`config.mk`:
```
export PLATFORM = sky130hd
export DESIGN_NAME = decode_stage
export DESIGN_NICKNAME = d
export VERILOG_FILES = /design/src/rtl/rv32i_pkg.sv /design/src/rtl/decode_comb.sv /design/src/rtl/decode_stage.sv
export SDC_FILE = /design/constraint.sdc
export NUM_CORES = 1
export LEC_CHECK = 0
export ABC_AREA = 1
export BUFFER_PORTS_ARGS = -buffer_cell sky130_fd_sc_hd__buf_2
export CAP_MARGIN = 5
export CORE_MARGIN = 8
export CORE_UTILIZATION = 31
export CTS_CLUSTER_DIAMETER = 30
export DETAILED_ROUTE_END_ITERATION = 12
export HOLD_SLACK_MARGIN = 0.15
export PLACE_DENSITY_LB_ADDON = 0.05
export SLEW_MARGIN = 30
export SYNTH_ARGS = -nofsm -noshare
export SYNTH_HDL_FRONTEND = slang
export SYNTH_HIERARCHICAL = 1
export SYNTH_SLANG_ARGS = --single-unit
```
`constraint.sdc`:
```
create_clock -name clk_i -period 3.86 [get_ports clk_i]
set_input_delay 0.193 -clock clk_i [delete_from_list [all_inputs] [get_ports clk_i]]
set_output_delay 0.193 -clock clk_i [all_outputs]
set_load 0.005 [all_outputs]
```
`src/rtl/rv32i_pkg.sv`:
```
// Shared RV32I decode types: opcode constants, ALU operations, immediate formats,
// the decoded payload and the immediate/ALU-op helper functions.
package rv32i_pkg;

    localparam logic [6:0] OPC_LUI      = 7'b0110111;
    localparam logic [6:0] OPC_AUIPC    = 7'b0010111;
    localparam logic [6:0] OPC_JAL      = 7'b1101111;
    localparam logic [6:0] OPC_JALR     = 7'b1100111;
    localparam logic [6:0] OPC_BRANCH   = 7'b1100011;
    localparam logic [6:0] OPC_LOAD     = 7'b0000011;
    localparam logic [6:0] OPC_STORE    = 7'b0100011;
    localparam logic [6:0] OPC_OP_IMM   = 7'b0010011;
    localparam logic [6:0] OPC_OP       = 7'b0110011;
    localparam logic [6:0] OPC_MISC_MEM = 7'b0001111;

    typedef enum logic [3:0] {
        ALU_ADD, ALU_SUB, ALU_SLL, ALU_SLT, ALU_SLTU, ALU_XOR,
        ALU_SRL, ALU_SRA, ALU_OR, ALU_AND, ALU_PASS_B
    } alu_op_e;

    typedef enum logic [2:0] {IMM_NONE, IMM_I, IMM_S, IMM_B, IMM_U, IMM_J} imm_fmt_e;

    // Register indices are kept at full 5-bit width; the stage trims them for RV32E.
    typedef struct packed {
        logic [6:0] opcode;
        logic [2:0] funct3;
        logic [4:0] rs1;
        logic [4:0] rs2;
        logic [4:0] rd;
        logic [31:0] imm;
        alu_op_e    alu_op;
        logic       reg_write;
        logic       branch;
        logic       jump;
        logic       mem_read;
        logic       mem_write;
        logic       mem_to_reg;
        logic       alu_src_imm;
        logic       illegal;
    } decoded_t;

    function automatic logic [31:0] gen_imm(input logic [31:0] instr, input imm_fmt_e fmt);
        case (fmt)
            IMM_I:   return {{20{instr[31]}}, instr[31:20]};
            IMM_S:   return {{20{instr[31]}}, instr[31:25], instr[11:7]};
            IMM_B:   return {{19{instr[31]}}, instr[31], instr[7], instr[30:25], instr[11:8], 1'b0};
            IMM_U:   return {instr[31:12], 12'b0};
            IMM_J:   return {{11{instr[31]}}, instr[31], instr[19:12], instr[20], instr[30:21], 1'b0};
            default: return '0;
        endcase
    endfunction

    // alt selects the SUB/SRA variant of the funct3 pair it applies to.
    function automatic alu_op_e f3_alu_op(input logic [2:0] f3, input logic alt);
        case (f3)
            3'b000:  return alt ? ALU_SUB : ALU_ADD;
            3'b001:  return ALU_SLL;
            3'b010:  return ALU_SLT;
            3'b011:  return ALU_SLTU;
            3'b100:  return ALU_XOR;
            3'b101:  return alt ? ALU_SRA : ALU_SRL;
            3'b110:  return ALU_OR;
            default: return ALU_AND;
        endcase
    endfunction

endpackage

```
`src/rtl/decode_comb.sv`:
```
// Purely combinational RV32I/RV32E instruction decoder: raw instruction in,
// control signals, register indices and sign-extended immediate out.
module decode_comb import rv32i_pkg::*; #(
    parameter int unsigned RF_ADDR_W = 5
) (
    input  logic [31:0] instr_i,
    output decoded_t    dec_o
);

    // Index bits that must be clear for the configured register file size.
    localparam logic [4:0] IDX_HI_MASK = 5'(32'h1f << RF_ADDR_W);

    logic [6:0] opcode, funct7;
    logic [2:0] funct3;
    logic [4:0] rd, rs1, rs2;
    logic       use_rd, use_rs1, use_rs2, bad_enc, bad_idx;
    imm_fmt_e   imm_fmt;

    assign opcode = instr_i[6:0];
    assign rd     = instr_i[11:7];
    assign funct3 = instr_i[14:12];
    assign rs1    = instr_i[19:15];
    assign rs2    = instr_i[24:20];
    assign funct7 = instr_i[31:25];

    // NOTE: every signal gets a default before the case so no path leaves one unassigned (no latches).
    always_comb begin
        dec_o   = '0;
        imm_fmt = IMM_NONE;
        use_rd  = 1'b0;
        use_rs1 = 1'b0;
        use_rs2 = 1'b0;
        bad_enc = 1'b0;
        case (opcode)
            OPC_LUI:    begin imm_fmt = IMM_U; use_rd = 1'b1; dec_o.alu_op = ALU_PASS_B; dec_o.alu_src_imm = 1'b1; end
            OPC_AUIPC:  begin imm_fmt = IMM_U; use_rd = 1'b1; dec_o.alu_src_imm = 1'b1; end
            OPC_JAL:    begin imm_fmt = IMM_J; use_rd = 1'b1; dec_o.jump = 1'b1; dec_o.alu_src_imm = 1'b1; end
            OPC_JALR:   begin imm_fmt = IMM_I; use_rd = 1'b1; use_rs1 = 1'b1; dec_o.jump = 1'b1; dec_o.alu_src_imm = 1'b1; end
            OPC_BRANCH: begin imm_fmt = IMM_B; use_rs1 = 1'b1; use_rs2 = 1'b1; dec_o.branch = 1'b1; dec_o.alu_op = ALU_SUB; end
            OPC_LOAD:   begin imm_fmt = IMM_I; use_rd = 1'b1; use_rs1 = 1'b1; dec_o.mem_read = 1'b1; dec_o.alu_src_imm = 1'b1; end
            OPC_STORE:  begin imm_fmt = IMM_S; use_rs1 = 1'b1; use_rs2 = 1'b1; dec_o.mem_write = 1'b1; dec_o.alu_src_imm = 1'b1; end
            OPC_OP_IMM: begin
                imm_fmt           = IMM_I;
                use_rd            = 1'b1;
                use_rs1           = 1'b1;
                dec_o.alu_src_imm = 1'b1;
                dec_o.alu_op      = f3_alu_op(funct3, funct7[5] && (funct3 == 3'b101));
                bad_enc = ((funct3 == 3'b001) && (funct7 != 7'b0))
                       || ((funct3 == 3'b101) && (funct7 != 7'b0) && (funct7 != 7'b0100000));
            end
            OPC_OP: begin
                use_rd       = 1'b1;
                use_rs1      = 1'b1;
                use_rs2      = 1'b1;
                dec_o.alu_op = f3_alu_op(funct3, funct7[5]);
                bad_enc = !((funct7 == 7'b0)
                         || ((funct7 == 7'b0100000) && ((funct3 == 3'b000) || (funct3 == 3'b101))));
            end
            OPC_MISC_MEM: ;
            default:    bad_enc = 1'b1;
        endcase

        bad_idx = (use_rd  && |(rd  & IDX_HI_MASK))
               || (use_rs1 && |(rs1 & IDX_HI_MASK))
               || (use_rs2 && |(rs2 & IDX_HI_MASK));

        dec_o.opcode    = opcode;
        dec_o.funct3    = funct3;
        dec_o.rd        = rd;
        dec_o.rs1       = rs1;
        dec_o.rs2       = rs2;
        dec_o.imm       = gen_imm(instr_i, imm_fmt);
        dec_o.illegal   = bad_enc || bad_idx;
        dec_o.reg_write = use_rd && (rd != 5'd0) && !dec_o.illegal;
        if (dec_o.illegal) begin
            dec_o.alu_op      = ALU_ADD;
            dec_o.branch      = 1'b0;
            dec_o.jump        = 1'b0;
            dec_o.mem_read    = 1'b0;
            dec_o.mem_write   = 1'b0;
            dec_o.alu_src_imm = 1'b0;
        end
        dec_o.mem_to_reg = dec_o.mem_read;
    end

endmodule

```
`src/rtl/decode_stage.sv`:
```
// Registered decode stage: valid/ready on both sides, output register plus a
// one-entry skid buffer so ready_o can be a flop without losing throughput.
module decode_stage import rv32i_pkg::*; #(
    parameter int unsigned XLEN      = 32,
    parameter int unsigned RF_ADDR_W = 5,
    parameter int unsigned ALU_OP_W  = 4
) (
    input  logic                 clk_i,
    input  logic                 rst_ni,
    input  logic                 flush_i,
    input  logic                 valid_i,
    output logic                 ready_o,
    input  logic [31:0]          instr_i,
    input  logic [XLEN-1:0]      pc_i,
    output logic                 valid_o,
    input  logic                 ready_i,
    output logic [XLEN-1:0]      pc_o,
    output logic [6:0]           opcode_o,
    output logic [2:0]           funct3_o,
    output logic [RF_ADDR_W-1:0] rs1_o,
    output logic [RF_ADDR_W-1:0] rs2_o,
    output logic [RF_ADDR_W-1:0] rd_o,
    output logic [XLEN-1:0]      imm_o,
    output logic [ALU_OP_W-1:0]  alu_op_o,
    output logic                 reg_write_o,
    output logic                 branch_o,
    output logic                 jump_o,
    output logic                 mem_read_o,
    output logic                 mem_write_o,
    output logic                 mem_to_reg_o,
    output logic                 alu_src_imm_o,
    output logic                 illegal_o
);

    typedef struct packed {
        decoded_t        dec;
        logic [XLEN-1:0] pc;
    } entry_t;

    decoded_t dec_in;
    entry_t   out_q, out_d, skid_q, skid_d;
    logic     out_valid_q, out_valid_d, skid_valid_q, skid_valid_d, ready_q;
    logic     accept, out_free;

    decode_comb #(.RF_ADDR_W(RF_ADDR_W)) u_decode_comb (
        .instr_i (instr_i),
        .dec_o   (dec_in)
    );

    assign accept   = valid_i && ready_q;
    assign out_free = !out_valid_q || ready_i;

    // ready_q mirrors an empty skid, so nothing is accepted while the skid drains.
    always_comb begin
        out_d        = out_q;
        skid_d       = skid_q;
        out_valid_d  = out_valid_q;
        skid_valid_d = skid_valid_q;
        if (flush_i) begin
            out_valid_d  = 1'b0;
            skid_valid_d = 1'b0;
        end else if (out_free) begin
            if (skid_valid_q) begin
                out_d        = skid_q;
                out_valid_d  = 1'b1;
                skid_valid_d = 1'b0;
            end else begin
                out_valid_d = accept;
                if (accept) begin
                    out_d.dec = dec_in;
                    out_d.pc  = pc_i;
                end
            end
        end else if (accept) begin
            skid_d.dec   = dec_in;
            skid_d.pc    = pc_i;
            skid_valid_d = 1'b1;
        end
    end

    // NOTE: payload registers are reset as well, so every output reads 0 out of reset, not just valid_o.
    always_ff @(posedge clk_i or negedge rst_ni) begin
        if (!rst_ni) begin
            out_q        <= '0;
            skid_q       <= '0;
            out_valid_q  <= 1'b0;
            skid_valid_q <= 1'b0;
            ready_q      <= 1'b1;
        end else begin
            out_q        <= out_d;
            skid_q       <= skid_d;
            out_valid_q  <= out_valid_d;
            skid_valid_q <= skid_valid_d;
            ready_q      <= !skid_valid_d;
        end
    end

    assign ready_o       = ready_q;
    assign valid_o       = out_valid_q;
    assign pc_o          = out_q.pc;
    assign opcode_o      = out_q.dec.opcode;
    assign funct3_o      = out_q.dec.funct3;
    assign rs1_o         = out_q.dec.rs1[RF_ADDR_W-1:0];
    assign rs2_o         = out_q.dec.rs2[RF_ADDR_W-1:0];
    assign rd_o          = out_q.dec.rd[RF_ADDR_W-1:0];
    assign imm_o         = XLEN'($signed(out_q.dec.imm));
    assign alu_op_o      = ALU_OP_W'(out_q.dec.alu_op);
    assign reg_write_o   = out_q.dec.reg_write;
    assign branch_o      = out_q.dec.branch;
    assign jump_o        = out_q.dec.jump;
    assign mem_read_o    = out_q.dec.mem_read;
    assign mem_write_o   = out_q.dec.mem_write;
    assign mem_to_reg_o  = out_q.dec.mem_to_reg;
    assign alu_src_imm_o = out_q.dec.alu_src_imm;
    assign illegal_o     = out_q.dec.illegal;

endmodule

```
==> run summary, run 1 <==
fin worst setup slack: 1310 ps
I/O pin count: 172
Slew HR: 42.3%
first-pass GRT wire length: 57.9 mm
Die H: 199 um
Cell Int Power: 0.00676 W
max-capacitance violation count: 0
most frequent cells in the layout: nand2_1 (753), nand3_1 (211), dfrtp_1 (203), buf_2 (170), clkbuf_16 (76)
Final Setup Violations: 0
Layout Area Growth over Synthesis: 38.3%
Post-synth EDFFs: 0
post-CTS resize count: 0
period utilization: 66.1%
CP top delay family: simple AND/OR/NAND/NOR gates
flops & latches, synth: 205
drt total wl: 36.1 mm
ys flop type: dfrtp_1
Reg power frac: 29.2%
largest cells by area after synthesis: dfrtp_1 (49%), nand2_1 (27%), nand3_1 (10%)
most used cell along the critical path: nand2_1
Data arrival, critical path: 2970 ps
most common cell after layout, fill and taps aside: nand2_1
fraction of layout cells with a size suffix above 1: 20.7%
Yosys warning count: 6
Yosys top cell area share: 49.0%
clock root cell: clkbuf_16
total gr overflow: 0
DP Cell Count: 1928
PD cells: 621 mW/mm^2
Max Buffers Root-to-Sink: 3
GRT Total Usage: 18.4%
post-route minimum period: 2550 ps
Port Buffer Count: 171
final cell count without fillers: 2120
Avg Inst Size Synth: 7.38 sq um
CP max FO: 57
Post-DRT Antenna Nets: 0
Vias: 9790
part of the power in the clock network: 61.5%
crit-path cells: nand2_1 -> nand2_4 -> nand3_4 -> buf_4 -> nand2_1 -> nand2_1
CP bufs+invs: 1
Sw Pwr: 0.00218 W
DP Worst Slack: 1250 ps
Final Hold Vio Count: 0
initial DRC count: 559
CP max-delay cell: nand3_4
filler cell count: 3428
Skew-Pair Late Insertion Delay: 550 ps
sequential share of the synthesized area: 49.3%
Synth Cell Area: 0.0104 sq mm
status: completed
total die area: 0.0397 sq mm
measured slew at the worst slew-check pin: 866 ps
# rows: 67
combinational share of power: 9.4%
Die W: 199 um
ys async rst share: 100%
Routability Congestion: 0.787
Initial Utilization: 31.3%
largest net degree at the start of global routing: 103
Final nets: 1687
maximum VDD drop: 0.360 mV
vias in the first global route: 10200
DRC: 0
Core ar.: 0.0333 sq mm
Max Slew Vio Count: 0
hpwl dp: 21.5 mm
CP Launch Type: flop
Net Sw Frac: 24.4%
antenna violations before repair: 2
Worst EP required: 4280 ps
antenna cells: 0
Synth Instances: 1411
CTS Buf Count: 71
Leakage: 8.15 nW
final clock skew: 14.9 ps
Detailed Routing Iterations Pass 1: 5
Clk pin slew, worst setup/hold paths: 40 ps
RSZ-0062 raised after global routing: no
fmax: 392 MHz
post-DR vias/cell: 4.62
Hold Worst Slack: 172 ps
critical path type: flop to flop
CP Capture Type: flop
Post-CTS Setup Bufs: 0
WL/cell: 17.0 um
slowest stage delay, CP: 570 ps
setup tns final: 0 ps
overall power: 0.00894 W
TritonCTS clock tree: built
H-tree levels: 3
syn_nets: 1480
post-synth cell types: 28
HP Class: input port to flop
Clock Sinks: 205
most area-hungry cell type in the Yosys netlist: dfrtp_1
through the flow:
step / instance area [sq um] / util [%]
after global routing: 14400 / 43.3
after detailed placement: 11400 / 34.2
after floorplan: 10400 / -
after CTS: 14400 / 43.3
final: 14400 / 43.3
after global placement: 11400 / 34.2
registers in the layout, summed over array words and instances, names as in the netlist, 3 cells and up:
register / cells
rs2_o: 5
funct3_o: 3
opcode_o: 7
skid_q: 101
alu_op_o: 4
rd_o: 5
rs1_o: 5
pc_o: 32
imm_o: 32
power groups by stage:
stage,Clock [W],Sequential (W),Combinational [W]
after global routing,0.00573,0.00264,0.000965
after CTS,0.00560,0.00261,0.000867
final,0.00549,0.00261,0.000837
after floorplan,0,0.00262,0.000441
after global placement,0,0.00263,0.000801
after detailed placement,0,0.00264,0.000812
kinds of logic (layout without fill, tap and decap cells):
logic type	count (synthesis)	in the layout	share of synthesized area (%)
compound gates	33	33	1.97
simple gates	1014	1014	40.9
buf+inv	159	420	7.86
flops	205	205	49.3
timing repair:
item	in CTS	in global routing
hold buffers	65	0
hold endpoints to repair	231	0
endpoints found under the setup margin	0	0
per-layer routing:
metal / share of wire [%] / GRT usage (%)
met3: 5.8 / 3.87
met2: 47 / 30.1
met4: 2.0 / 5.52
met1: 45 / 24.1
met5: 0.061 / 0
layout make-up:
class	instances	area (sq um)	area share, %
well taps	448	561	3.89
flip-flops and latches	205	5130	35.7
clock inverters	20	165	1.15
clock buffers	107	2200	15.3
inverters	42	160	1.11
repair buffers	251	1670	11.6
multi-input cells	1047	4510	31.3
cells in the mapped netlist (2+ instances only):
| cell type | number |
|---|---|
| o21ai_0 | 8 |
| nand3_1 | 213 |
| dfrtp_1 | 204 |
| nand2_4 | 6 |
| nor2_8 | 2 |
| nor2_1 | 18 |
| a21oi_1 | 13 |
| nand2_1 | 754 |
| nand4_2 | 2 |
| nor3_1 | 4 |
| nor2_2 | 6 |
| nor2_4 | 3 |
| clkbuf_1 | 9 |
| inv_2 | 6 |
| o21ai_2 | 10 |
| buf_2 | 77 |
| o22ai_1 | 2 |
| buf_4 | 29 |
| inv_1 | 36 |
tightest hold or removal path, stage by stage:
cell	delay [ps]
buf_2	90
inv_1	70
nand2_1	190
o21ai_0	120
worst paths after layout:
path | cells after the start | to | startpoint | slack [ps]
worst max-delay path | 6 | pc_o[14] | ready_o | 1310
worst min-delay path | 4 | valid_o | ready_i | 170
worst max register to register | 6 | pc_o[14] | ready_o | 1310
worst min register to register | 2 | pc_o[21] | pc_o[21] | 460
max in group asynchronous | 3 | skid_q[65] | rst_ni | 2540
min in group asynchronous | 2 | pc_o[2] | rst_ni | 290
(Power assumes the default switching activity.)
==> run 2: changes to the inputs <==
==> constraint.sdc (replaced) <==
create_clock -name clk_i -period 2.28 [get_ports clk_i]
set_input_delay 0.114 -clock clk_i [delete_from_list [all_inputs] [get_ports clk_i]]
set_output_delay 0.114 -clock clk_i [all_outputs]
set_load 0.005 [all_outputs]
==> run summary, run 2 (synthesis results as in run 1) <==
max-capacitance violation count: 0
most frequent cells in the layout: nand2_1 (753), nand3_1 (211), dfrtp_1 (203), buf_2 (170)
RSZ-0062 raised after global routing: no
R2R depth: 5
reg-to-reg startpoint: skid_valid_q
Port Buffer Count: 171
Die W: 199 um
reg2reg setup slack: 410 ps
CP Launch Type: input port
hold_sp: pc_i[31]
Layout Area Growth over Synthesis: 37.7%
Largest register FFs: 101
period utilization: 85.6%
Hold Worst Slack: 368 ps
final clock skew: 24.0 ps
GRT Total Usage: 18.2%
Final Setup Violations: 0
drt total wl: 35.4 mm
setup tns final: 0 ps
Max Slew Vio Count: 0
Max Buffers Root-to-Sink: 3
hold path cells: 4
Top Metal Used: met4
DR WL met2: 16.2 mm
Final nets: 1691
Post-Route M1 WL: 16.5 mm
clock root cell: clkbuf_16
hpwl dp: 21.7 mm
PD cells: 1020 mW/mm^2
most common cell after layout, fill and taps aside: nand2_1
most used cell along the critical path: dlygate4sd3_1
CP Capture Type: async pin
Die H: 199 um
post-route minimum period: 1950 ps
Clock Sinks: 205
CP max-delay cell: dlygate4sd3_1
Worst EP required: 2920 ps
largest register by flop count: skid_q
HP Class: input port to flop
Vias: 9736
total gr overflow: 0
Clk pin slew, worst setup/hold paths: 40 ps
H-tree levels: 3
Data arrival, critical path: 2590 ps
I/O pin count: 172
Routability Congestion: 0.812
critical path type: input port to async pin
Core ar.: 0.0333 sq mm
measured slew at the worst slew-check pin: 825 ps
crit-path cells: dlygate4sd3_1 -> dlygate4sd3_1 -> buf_8 -> dlygate4sd3_1
vias in the first global route: 10100
largest net degree at the start of global routing: 103
Post-DRT Antenna Nets: 0
initial DRC count: 545
total die area: 0.0397 sq mm
WL/cell: 16.7 um
Detailed Routing Iterations Pass 1: 5
CP bufs+invs: 4
CP top delay family: buffers and inverters
Leakage: 8.10 nW
Slew HR: 45.0%
Skew-Pair Late Insertion Delay: 540 ps
fmax: 512 MHz
Initial Utilization: 31.3%
slowest stage delay, CP: 960 ps
TritonCTS clock tree: built
maximum VDD drop: 0.472 mV
DRC: 0
# rows: 67
fraction of layout cells with a size suffix above 1: 20.0%
R2R Path End: valid_o
first-pass GRT wire length: 57.5 mm
Final Hold Vio Count: 0
CTS Buf Count: 67
Hold EP: skid_q[31]
fin util: 43.1%
met3 routed WL: 1.91 mm
antenna violations before repair: 0
status: completed
post-DR vias/cell: 4.60
CP max FO: 58
[run 2: changes by cell type in the layout (fill, tap and decap cells not counted), sizes merged]
| cell | before | now |
|---|---|---|
| diode | 0 | 1 |
| clkinv | 19 | 12 |
| inv | 41 | 42 |
| buf | 186 | 190 |
| bufinv | 2 | 5 |
| clkbuf | 107 | 98 |
| dlygate4sd3 | 65 | 69 |
[run 2: layout make-up]
class                   count  area, sq um
clock buffers              98         1960
well taps                 448          561
multi-input cells        1047         4510
repair buffers            259         1800
clock inverters            17          218
fillers                  3500        18900
diodes                      1         2.50
inverters                  42          160
flip-flops and latches    205         5130
[run 2: timing repair]
action	4_1_cts	5_1_grt
endpoints found under the hold margin	362	0
hold buffers	69	0
setup buffers	0	0
resized for setup	0	0
[run 2: worst max path at each step]
stage	start	end	slack (ps)	cells after the start
finish	rst_ni	pc_o[3]	330	4
global route	rst_ni	pc_o[3]	100	4
CTS	rst_ni	pc_o[3]	250	4
detailed placement	skid_valid_q	valid_o	360	5
global placement	skid_valid_q	valid_o	390	5
floorplan	instr_i[1]	imm_o[11]	950	13
[run 2: metrics by stage]
step                      cell area [sq um]  setup slack, ps  cells  power [W]
after CTS                             14300              254   2116     0.0149
after floorplan                       10400              951   1411    0.00518
final                                 14300              328   2117     0.0146
after global placement                11500              391   1932    0.00582
after detailed placement              11500              358   1932    0.00584
after global routing                  14300             99.8   2116     0.0153
[run 2: tightest hold or removal path, cell delays in order]
cell and delay [ps]:
dlygate4sd3_1 520, buf_2 110, nand3_1 70, nand2_1 60
[run 2: layer usage]
| metal | vias to the layer above | track usage, % |
|---|---|---|
| li1 | 4839 | - |
| met1 | 4627 | 24.4 |
| met2 | 221 | 28.8 |
| met3 | 49 | 3.81 |
| met4 | 0 | 6.59 |
| met5 | - | 0 |
[run 2: where the power goes]
part           total, W  switching, W  leakage [nW]  internal (W)
Sequential      0.00441      0.000257          2.68       0.00416
Clock           0.00880       0.00242          1.08       0.00637
Combinational   0.00144      0.000878          4.34      0.000559
